File: config.mk
export PLATFORM = sky130hd
export DESIGN_NAME = vga_sprite_stage
export DESIGN_NICKNAME = d
export VERILOG_FILES = /design/src/rtl/vga_sprite_stage.sv
export SDC_FILE = /design/constraint.sdc
export NUM_CORES = 1
export LEC_CHECK = 0
export ABC_AREA = 1
export CAP_MARGIN = 20
export CORE_ASPECT_RATIO = 1.5
export CORE_MARGIN = 3
export CORE_UTILIZATION = 65
export CTS_CLUSTER_SIZE = 25
export DETAILED_ROUTE_END_ITERATION = 10
export DONT_BUFFER_PORTS = 1
export PLACE_DENSITY = 0.82
export SKIP_LAST_GASP = 1
export SLEW_MARGIN = 25
export SYNTH_ARGS = -nofsm -noshare
export SYNTH_HDL_FRONTEND = slang
export SYNTH_SLANG_ARGS = --single-unit
File: constraint.sdc
create_clock -name clk -period 2.76 [get_ports clk]
set_input_delay 0.276 -clock clk [delete_from_list [all_inputs] [get_ports clk]]
set_output_delay 0.276 -clock clk [all_outputs]
set_load 0.1 [all_outputs]
File: src/rtl/vga_sprite_stage.sv
// Pixel-colour stage: draws a bouncing solid square over a white x==y diagonal.
// Two-stage pixel pipeline; syncs are delayed alongside the registered RGB.
module vga_sprite_stage #(
  parameter int H_ACTIVE = 640,
  parameter int V_ACTIVE = 480,
  parameter int BOX_SIZE = 32,
  parameter int STEP     = 1
) (
  input  logic        clk,
  input  logic        rst_n,
  input  logic [9:0]  x_in,
  input  logic [9:0]  y_in,
  input  logic        active_in,
  input  logic        hs_n_in,
  input  logic        vs_n_in,
  input  logic        move_en,
  input  logic [11:0] box_rgb,
  output logic [3:0]  vga_r,
  output logic [3:0]  vga_g,
  output logic [3:0]  vga_b,
  output logic        vga_hs_n,
  output logic        vga_vs_n,
  output logic [9:0]  box_x,
  output logic [9:0]  box_y,
  output logic [7:0]  frame_cnt
);

  localparam logic [9:0]  X_MAX  = 10'(H_ACTIVE - BOX_SIZE);
  localparam logic [9:0]  Y_MAX  = 10'(V_ACTIVE - BOX_SIZE);
  localparam logic [9:0]  STEP_V = 10'(STEP);
  localparam logic [10:0] BOX_V  = 11'(BOX_SIZE);

  logic        prev_vs_reg;
  logic [7:0]  frame_cnt_reg;
  logic        tick;
  logic [1:0]  in_range;

  logic        s1_active_reg;
  logic        s1_hs_n_reg;
  logic        s1_vs_n_reg;
  logic        s1_in_box_reg;
  logic        s1_diag_reg;

  logic [11:0] rgb_reg;
  logic        hs_n_reg;
  logic        vs_n_reg;

  // Falling edge of vsync marks the frame tick, inside vertical blanking.
  assign tick = prev_vs_reg && !vs_n_in;

  always_ff @(posedge clk) begin
    if (!rst_n) begin
      prev_vs_reg   <= 1'b1;
      frame_cnt_reg <= '0;
    end else begin
      prev_vs_reg <= vs_n_in;
      if (tick) begin
        frame_cnt_reg <= frame_cnt_reg + 8'd1;
      end
    end
  end

  // Axis 0 is horizontal, axis 1 vertical; each bounces independently.
  genvar gi;
  generate
    for (gi = 0; gi < 2; gi++) begin : g_axis
      localparam logic [9:0] LIMIT = (gi == 0) ? X_MAX : Y_MAX;
      logic [9:0]  pos_reg;
      logic        dir_neg_reg;
      logic [9:0]  coord;
      logic [10:0] fwd_sum;

      assign coord        = (gi == 0) ? x_in : y_in;
      assign fwd_sum      = {1'b0, pos_reg} + {1'b0, STEP_V};
      assign in_range[gi] = (coord >= pos_reg) &&
                            ({1'b0, coord} < ({1'b0, pos_reg} + BOX_V));

      always_ff @(posedge clk) begin
        if (!rst_n) begin
          pos_reg     <= '0;
          dir_neg_reg <= 1'b0;
        end else if (tick && move_en) begin
          if (!dir_neg_reg) begin
            if (fwd_sum >= {1'b0, LIMIT}) begin
              pos_reg     <= LIMIT;
              dir_neg_reg <= 1'b1;
            end else begin
              pos_reg <= fwd_sum[9:0];
            end
          end else begin
            if (pos_reg <= STEP_V) begin
              pos_reg     <= '0;
              dir_neg_reg <= 1'b0;
            end else begin
              pos_reg <= pos_reg - STEP_V;
            end
          end
        end
      end
    end
  endgenerate

  always_ff @(posedge clk) begin
    if (!rst_n) begin
      s1_active_reg <= 1'b0;
      s1_hs_n_reg   <= 1'b1;
      s1_vs_n_reg   <= 1'b1;
      s1_in_box_reg <= 1'b0;
      s1_diag_reg   <= 1'b0;
    end else begin
      s1_active_reg <= active_in;
      s1_hs_n_reg   <= hs_n_in;
      s1_vs_n_reg   <= vs_n_in;
      s1_in_box_reg <= &in_range;
      s1_diag_reg   <= (x_in == y_in);
    end
  end

  // The square wins over the diagonal; box_rgb is taken live at this stage.
  always_ff @(posedge clk) begin
    if (!rst_n) begin
      rgb_reg  <= '0;
      hs_n_reg <= 1'b1;
      vs_n_reg <= 1'b1;
    end else begin
      hs_n_reg <= s1_hs_n_reg;
      vs_n_reg <= s1_vs_n_reg;
      if (!s1_active_reg) begin
        rgb_reg <= 12'h000;
      end else if (s1_in_box_reg) begin
        rgb_reg <= box_rgb;
      end else if (s1_diag_reg) begin
        rgb_reg <= 12'hFFF;
      end else begin
        rgb_reg <= 12'h000;
      end
    end
  end

  assign vga_r     = rgb_reg[11:8];
  assign vga_g     = rgb_reg[7:4];
  assign vga_b     = rgb_reg[3:0];
  assign vga_hs_n  = hs_n_reg;
  assign vga_vs_n  = vs_n_reg;
  assign box_x     = g_axis[0].pos_reg;
  assign box_y     = g_axis[1].pos_reg;
  assign frame_cnt = frame_cnt_reg;

endmodule

==> out/metrics.cfg, run 1 <==
[setup_path]
r2r-end = s1_in_box_reg$_SDFF_PN0_
crit_path_end_kind = register
crit_type = reg2reg
startpoint_type = register
cp_num_buf_inv = 3
required_ns = 2.96
path_delay_family = adder cells
crit_chain = inv_1 > ha_1 > inv_1 > ha_1 > inv_1 > o31a_1 > nor2_1 > nor2_1 > o31ai_1 > nor3_1
worstReg2RegStart = box_x[5]$_SDFFE_PN0P_
max_stage_delay_ns = 0.48
crit_arrival_ns = 2.24
crit_path_top_delay_cell = dfxtp_1
cp_max_fo = 8
cp_common_cell = inv_1
reg2reg_slack_ns = 0.73
reg2regPathDepth = 10

[logic_synthesis]
synth.most_common_cell = nand2_1
synth_cell_types = 39
async_flop_share_pct = 0
yosys_most_used_dff = dfxtp_1
yosysSeqAreaShare_pct = 26.6
synthTopCellsByCount = nand2_1 (119), a21oi_1 (67), inv_1 (62), dfxtp_1 (49), o21ai_0 (42)
synth_edf_count = 0
avgSynthCellArea_sq_um = 6.76
syn_area_sq_um = 3690
yosysTopAreaCellShare_pct = 26.6
yosysTopAreaCell = dfxtp_1
syn_nets = 625
synthTopCellsByArea = dfxtp_1 (27%), ha_1 (14%), nand2_1 (12%), a21oi_1 (9.1%), inv_1 (6.3%)
ys_seq_elements = 49
synthCells = 546
ys_warn_count = 0

[sta]
min_period_over_period_pct = 73.7
setup_tns_ns = 0
setup_violations = 0
maxSlewViolCount = 0
max_freq_ghz = 0.491
relSlewSlack_pct = 35.4
rsz0062_at_grt = no
fin_skew_ns = 0.0203
worst_pin_slew_ns = 0.967
hold_viol_final = 0
post-route-min-period_ns = 2.03

[die]
die_x_um = 67.5
boundaryPins = 80
fp.coreArea_sq_um = 5490
num_rows = 33
dieHeight_um = 98.3
start_util_pct = 67.2
die-area_sq_um = 6640

[clock_network]
post_cts_resize_count = 0
htree_levels = 2
numClockSinks = 49
cts_tree = built
clk_pin_slew_ns = 0.10
cts_made_buffers = 5
cts_buffer_depth = 2
cts-hold-fix-buffers = 0
clk_latency_ns = 0.33
post_cts_buffers = 0
cts_root_buf = clkbuf_8

[drt]
drt-pass1-iter-count = 5
wl_mm = 9.94
drc_errors = 0
routed_via_density = 5.92
dr_total_vias = 3786
wl_per_cell_um = 15.5
drtIter0Drc = 265
ant_nets = 0

[finish]
largest_reg_flops = 12
final_area_sq_um = 4020
seq_area_sq_um = 981
n_antenna_cell = 0
fill_cells = 464
multiInputGateArea_sq_um = 2390
layout-drive-gt1-share_pct = 9.67
final_nets = 647
area_delta_synth_final_pct = 9.05

[power]
p_per_area_nw_per_um2 = 459
leakagePower_uw = 0.00188
vdd_drop_max_uv = 477

[place]
place.gp.congestion = 0.976
placed_area_sq_um = 3930
io_buffers = 0
place_hpwl_mm = 7.81

[min_path]
hp-start = rst_n
worstHoldEndpoint = vga_vs_n$_SDFF_PN1_
hold_depth = 1
min_path_type = in2reg

[global_routing]
grt_pass1_vias = 3692
grt_use_total_pct = 31.1
grt_max_degree = 33
grt.overflow.total = 0
grt_pass1_wl_mm = 16.1
grt_antenna_before_repair = 0

[run]
maxCapViolations = 0

[outcome]
status = finished clean

-- metal layers --
layer / up-vias / track usage, % / wire (um)
met4: 0 / 15.9 / 447
met2: 147 / 58.0 / 5450
li1: 1851 / - / -
met3: 40 / 5.52 / 468
met5: - / 0 / 0
met1: 1748 / 30.8 / 3570
-- kinds of logic after synthesis --
kind of cell	Yosys count	synth area share (%)
AO/OA/AOI/OAI	125	18.0
XOR/XNOR	28	6.65
adder cells (fa/ha/maj)	41	13.9
buffers and inverters	82	8.71
flip-flops	49	26.6
AND/OR/NAND/NOR	221	26.2
-- how the worst max path moves through the flow --
stage | slack (ns) | depth (start not counted) | start | to
finish | 0.73 | 10 | box_x[5]$_SDFFE_PN0P_ | s1_in_box_reg$_SDFF_PN0_
global route | 0.59 | 10 | box_x[5]$_SDFFE_PN0P_ | s1_in_box_reg$_SDFF_PN0_
CTS | 0.78 | 10 | box_x[5]$_SDFFE_PN0P_ | s1_in_box_reg$_SDFF_PN0_
detailed placement | 0.80 | 10 | box_x[5]$_SDFFE_PN0P_ | s1_in_box_reg$_SDFF_PN0_
global placement | 0.84 | 8 | box_x[6]$_SDFFE_PN0P_ | s1_in_box_reg$_SDFF_PN0_
floorplan | 0.10 | 10 | box_y[6]$_SDFFE_PN0P_ | s1_in_box_reg$_SDFF_PN0_
-- power breakdown --
part,internal (uW),switching (uW)
sequential,734,47.1
clock,185,279
combinational,182,422
total,1100,747
-- area by class of cell --
type	count	share of cell area (%)
multi-input cells	415	59.3
flip-flops and latches	49	24.4
inverters	68	6.34
repair buffers	29	5.41
well taps	70	2.18
clock buffers	5	1.71
clock inverters	3	0.653
-- placed cells by master, fill, tap and decap left out, drive strengths merged, types with 2 or more instances in the layout --
cell	count
o21ai	44
dfxtp	49
nand4	12
nand3	20
nor2	46
nor3	11
clkinvlp	2
o21a	3
ha	41
nor4	2
clkbuf	5
nand2	123
buf	29
or2	3
o22ai	2
xor2	23
o21bai	2
a21oi	67
and3	2
inv	68
xnor2	5
-- metrics by stage --
stage | util [%] | power (uW) | worst slack [ns] | cells | hold WS [ns]
2_1_floorplan | - | 1270 | 0.100 | 546 | 0.374
4_1_cts | 73.3 | 1850 | 0.777 | 639 | 0.0308
3_3_place_gp | 71.5 | 1370 | 0.835 | 631 | 0.352
6_report | 73.3 | 1850 | 0.725 | 639 | 0.0444
3_5_place_dp | 71.5 | 1390 | 0.796 | 631 | 0.356
5_1_grt | 73.3 | 1940 | 0.591 | 639 | 0.0314
(Power assumes the default switching activity.)
==> inputs of run 2 (changes only) <==
CORE_UTILIZATION = 58   (was 65)
PLACE_DENSITY = 0.77   (was 0.82)
clock period = 1.7 ns   (was 2.76 ns; I/O delays follow)
==> out/metrics.cfg, run 2 (synthesis gave the netlist of run 1 again) <==
[outcome]
status = complete, but fails checks
violations = negative setup slack

[setup_path]
reg2regPathDepth = 13  ; +3
max_stage_delay_ns = 0.41  ; -0.07 ns
crit_path_top_delay_cell = dfxtp_4
crit_type = reg2reg
cp_num_buf_inv = 0  ; -3
path_delay_family = simple AND/OR/NAND/NOR gates
crit_chain = ha_4 > nand2_1 > nor2_2 > nand2_1 > nand2_1 > nand2_2 > nor2_2 > nand2_1 > nand2_2 > nand2_4 > nor2_4 > nand2_1 > a21oi_1
required_ns = 1.93  ; -1.03 ns
cp_common_cell = nand2_1
crit_path_end_kind = register
crit_arrival_ns = 2.07  ; -0.17 ns
cp.depth = 13  ; +3
startpoint_type = register
cp_max_fo = 6  ; -2

[finish]
n_antenna_cell = 0  ; unchanged
final_cell_mix = nand2_1 (108), buf_4 (81), a21oi_1 (54)
final_nets = 711  ; +9.9%
fin_cells = 707  ; +11%
layout-drive-gt1-share_pct = 31.6  ; +22 points
largest_reg_flops = 12  ; unchanged
area_delta_synth_final_pct = 32.7
final_util_pct = 79.3  ; +6.0 points
mostFrequentLayoutCell = nand2_1

[drt]
routed_via_density = 5.88  ; -0.79%
wl_mm = 11.7  ; +17%
wl_per_cell_um = 16.5  ; +6.0%
drt-pass1-iter-count = 5  ; unchanged
drc_errors = 0  ; unchanged
drtIter0Drc = 365  ; +38%
ant_nets = 0  ; unchanged
dr_total_vias = 4156  ; +9.8%

[die]
num_rows = 35  ; +6.1%
start_util_pct = 59.8  ; -7.4 points
dieHeight_um = 104  ; +5.5%
die-area_sq_um = 7370  ; +11%
die_x_um = 71.1  ; +5.3%
fp.coreArea_sq_um = 6170  ; +12%
boundaryPins = 80  ; unchanged

[power]
leakagePower_uw = 0.00225  ; +20%
power_uw = 3190  ; +73%
p_per_area_nw_per_um2 = 652  ; +42%
vdd_drop_max_uv = 619  ; +30%

[place]
io_buffers = 0  ; unchanged
place.gp.congestion = 0.957  ; -2.0%
dp_slack_ns = -0.0785  ; -0.875 ns
place_hpwl_mm = 8.47  ; +8.5%
dp.cells = 678  ; +7.4%

[sta]
hold_viol_final = 0  ; unchanged
maxSlewViolCount = 0  ; unchanged
relSlewSlack_pct = 47.2  ; +12 points
fin_skew_ns = 0.00699  ; -0.0133 ns
post-route-min-period_ns = 1.84  ; -0.198 ns
setup_violations = 12  ; +12
final.setup.worst_slack_ns = -0.137  ; -0.862 ns
rsz0062_at_grt = yes
whs_ns = 0.00518  ; -0.0392 ns
worst_pin_slew_ns = 0.789  ; -0.178 ns
min_period_over_period_pct = 108  ; +34 points
max_freq_ghz = 0.544  ; +11%

[clock_network]
cts_buffer_depth = 2  ; unchanged
cts_made_buffers = 5  ; unchanged
htree_levels = 2  ; unchanged
clk_latency_ns = 0.31  ; -0.02 ns
cts_root_buf = clkbuf_8
cts_tree = built
clk_pin_slew_ns = 0.10  ; about the same
numClockSinks = 49  ; unchanged

[global_routing]
grt_pass1_wl_mm = 17.9  ; +11%
grt_use_total_pct = 29.8  ; -1.3 points
grt_max_degree = 21  ; -36%
grt_pass1_vias = 4040  ; +9.4%
grt.overflow.total = 0  ; unchanged
grt_antenna_before_repair = 0  ; unchanged

[min_path]
min_path_type = in2reg
hold_depth = 2  ; +1

[run]
maxCapViolations = 0  ; unchanged

## run 2: report_power, final
| part | internal (uW) | leakage [uW] | switching, uW | total (uW) |
|---|---|---|---|---|
| combinational | 432 | 0.00179 | 797 | 1230 |
| clock | 294 | 0.0000489 | 421 | 716 |
| sequential | 1180 | 0.000416 | 64.5 | 1250 |
| total | 1910 | 0.00225 | 1280 | 3190 |
## run 2: worst paths after layout
check	startpoint	endpoint	slack, ns
max	box_x[1]$_SDFFE_PN0P_	box_x[1]$_SDFFE_PN0P_	-0.14
min	vs_n_in	frame_cnt[1]$_SDFFE_PN0P_	0.005
max reg2reg	box_x[1]$_SDFFE_PN0P_	box_x[1]$_SDFFE_PN0P_	-0.14
min reg2reg	s1_hs_n_reg$_SDFF_PN1_	vga_hs_n$_SDFF_PN1_	0.43
## run 2: layout make-up
cell class,instances,area (sq um)
clock buffers,5,68.8
inverters,68,265
clock inverters,3,20.0
flip-flops and latches,49,1060
multi-input cells,415,2660
well taps,74,92.6
fillers,454,1280
repair buffers,93,732
## run 2: repair_timing
action / 4_1_cts / 5_1_grt
pin swaps: 0 / 23
buffers inserted: 3 / 9
gates resized for setup: 5 / 58
hold buffers: 9 / 0
setup endpoints to repair: 9 / 22
hold endpoints to repair: 27 / 0
## run 2: per-stage QoR
| stage | setup TNS (ns) | instance area [sq um] |
|---|---|---|
| after floorplan | -0.243 | 3860 |
| after global routing | -2.69 | 4890 |
| after CTS | -0.0819 | 4640 |
| final | -0.637 | 4890 |
| after global placement | -0.0126 | 4420 |
| after detailed placement | -0.0785 | 4420 |
## run 2: routing by layer
metal	part of all wire, %	GRT usage, %	vias to the layer above
met5	0	0	-
met4	5.3	17.3	0
met3	4.3	3.69	53
met2	56	56.7	172
met1	34	29.6	1943
li1	-	-	1988
## run 2: worst register-to-register path, cell delays in order (launching register included)
cell,delay [ns]
dfxtp_4,0.41
ha_4,0.15
nand2_1,0.06
nor2_2,0.16
nand2_1,0.08
nand2_1,0.07
nand2_2,0.08
nor2_2,0.10
nand2_1,0.06
nand2_2,0.08
nand2_4,0.06
nor2_4,0.19
nand2_1,0.09
a21oi_1,0.16
==> inputs of run 3 (changes only) <==
HOLD_SLACK_MARGIN = 0.15   (was default)
==> out/metrics.cfg, run 3 (synthesis gave the netlist of run 1 again) <==
[drt]
ant_nets = 0  ; unchanged
routed_via_density = 5.98  ; +1.8%
drtIter0Drc = 403  ; +10%
drc_errors = 0  ; unchanged
drt-pass1-iter-count = 5  ; unchanged
wl_per_cell_um = 17.6  ; +6.7%
wl_mm = 12.7  ; +8.7%
dr_total_vias = 4309  ; +3.7%

[power]
p_clk_share_pct = 22.5  ; about the same
internal_power_uw = 1940  ; +1.5%
power_uw = 3270  ; +2.5%
vdd_drop_max_uv = 627  ; +1.2%
p_comb_share_pct = 39.4  ; +0.9 points
switchingPower_uw = 1340  ; +4.1%
sequentialPowerShare_pct = 38.2  ; -0.9 points
leakagePower_uw = 0.00232  ; +2.9%
p_per_area_nw_per_um2 = 647  ; -0.89%
netSwitchingFraction_pct = 40.8  ; +0.62 points

[finish]
final_nets = 724  ; +1.8%
seq_area_sq_um = 1060  ; unchanged
fill_cells = 403  ; -11%
final_cell_mix = nand2_1 (107), buf_4 (80), a21oi_1 (53)
n_antenna_cell = 0  ; unchanged
area_delta_synth_final_pct = 37.2
largest_reg_flops = 12  ; unchanged
final_util_pct = 82.0  ; +2.7 points
layout-drive-gt1-share_pct = 32.0  ; +0.45 points
multiInputGateArea_sq_um = 2680  ; +0.99%
mostFrequentLayoutCell = nand2_1
final_area_sq_um = 5060  ; +3.5%

[die]
fp.coreArea_sq_um = 6170  ; unchanged
boundaryPins = 80  ; unchanged
die_x_um = 71.1  ; unchanged
dieHeight_um = 104  ; unchanged
start_util_pct = 59.8  ; unchanged
num_rows = 35  ; unchanged
die-area_sq_um = 7370  ; unchanged

[setup_path]
crit_path_end_kind = register
cp_max_fo = 6  ; unchanged
startpoint_type = register
crit_type = reg2reg
crit_arrival_ns = 2.16  ; +0.09 ns
required_ns = 1.93  ; about the same

[clock_network]
numClockSinks = 49  ; unchanged
clk_latency_ns = 0.31  ; about the same
cts_made_buffers = 5  ; unchanged
clk_pin_slew_ns = 0.10  ; about the same
cts_buffer_depth = 2  ; unchanged
htree_levels = 2  ; unchanged
cts_tree = built
cts_root_buf = clkbuf_8

[global_routing]
grt_antenna_before_repair = 0  ; unchanged
grtUsageMet2_pct = 58.5  ; +1.8 points
busiest_layer = met2
grt_use_total_pct = 31.2  ; +1.5 points
grt_max_degree = 27  ; +29%
grtUsageMet3_pct = 3.59  ; -0.097 points
grt_pass1_vias = 4204  ; +4.1%
grt_use_met1_pct = 30.9  ; +1.3 points
grt.overflow.total = 0  ; unchanged
grt_pass1_wl_mm = 18.7  ; +4.7%

[sta]
relSlewSlack_pct = 35.6  ; -12 points
whs_ns = 0.168  ; +0.163 ns
worst_pin_slew_ns = 0.966  ; +0.177 ns
rsz0062_at_grt = yes
final.setup.worst_slack_ns = -0.235  ; -0.0972 ns
hold_viol_final = 0  ; unchanged
setup_violations = 12  ; unchanged
maxSlewViolCount = 0  ; unchanged
fin_skew_ns = 0.00932  ; +0.00232 ns
min_period_over_period_pct = 114  ; +5.7 points
max_freq_ghz = 0.517  ; -5.0%
post-route-min-period_ns = 1.93  ; +0.0972 ns

[place]
place_hpwl_mm = 8.47  ; unchanged
placed_area_sq_um = 4420  ; unchanged
place.gp.congestion = 0.957  ; unchanged
io_buffers = 0  ; unchanged
dp_slack_ns = -0.0785  ; unchanged

[run]
maxCapViolations = 0  ; unchanged

[outcome]
status = complete, but fails checks
violations = negative setup slack

[min_path]
min_path_type = in2reg

run 3: what timing repair did:
action,in CTS,in global routing
hold buffers,22,0
pin swaps,0,28
resized for setup,5,70
endpoints found under the hold margin,41,0
setup endpoints to repair,9,22
buffers inserted,3,9
run 3: power groups by stage:
| stage | clock network [uW] | registers, uW | logic (uW) |
|---|---|---|---|
| floorplan | 0 | 1530 | 548 |
| global placement | 0 | 1270 | 1040 |
| detailed placement | 0 | 1270 | 1060 |
| CTS | 731 | 1240 | 1140 |
| global route | 771 | 1260 | 1390 |
| finish | 735 | 1250 | 1290 |
run 3: layout make-up:
type | count | area share, %
multi-input combinational | 415 | 53.0
sequential | 49 | 21.0
timing repair buffer | 106 | 17.1
inverter | 68 | 5.36
tap | 74 | 1.83
clock buffer | 5 | 1.36
clock inverter | 3 | 0.395
run 3: worst paths after layout:
path,from,to,slack (ns),depth (start not counted)
max,box_x[1]$_SDFFE_PN0P_,box_x[2]$_SDFFE_PN0P_,-0.23,13
min,vs_n_in,frame_cnt[2]$_SDFFE_PN0P_,0.17,4
max reg2reg,box_x[1]$_SDFFE_PN0P_,box_x[2]$_SDFFE_PN0P_,-0.23,13
min reg2reg,s1_hs_n_reg$_SDFF_PN1_,vga_hs_n$_SDFF_PN1_,0.43,1
run 3: worst max-delay path, stage by stage (launching register included):
cell and delay [ns]:
dfxtp_4 0.41, ha_4 0.16, nand2_1 0.07, nor2_2 0.18, nand2_1 0.09, nand2_1 0.08
nand2_2 0.08, nor2_2 0.10, nand2_1 0.06, nand2_2 0.08, nand2_4 0.06, nor2_4 0.22
nand2_2 0.10, a21oi_2 0.16
run 3: routing by layer:
metal | routed length, um | up-vias
met5 | 0 | -
met4 | 890 | 0
met3 | 668 | 87
met2 | 6820 | 216
met1 | 4290 | 1996
li1 | - | 2010
run 3: stage by stage:
stage	setup TNS, ns	std cells
after floorplan	-0.243	546
after global placement	-0.0126	678
after detailed placement	-0.0785	678
after CTS	-0.0844	711
after global routing	-2.77	720
final	-1.21	720
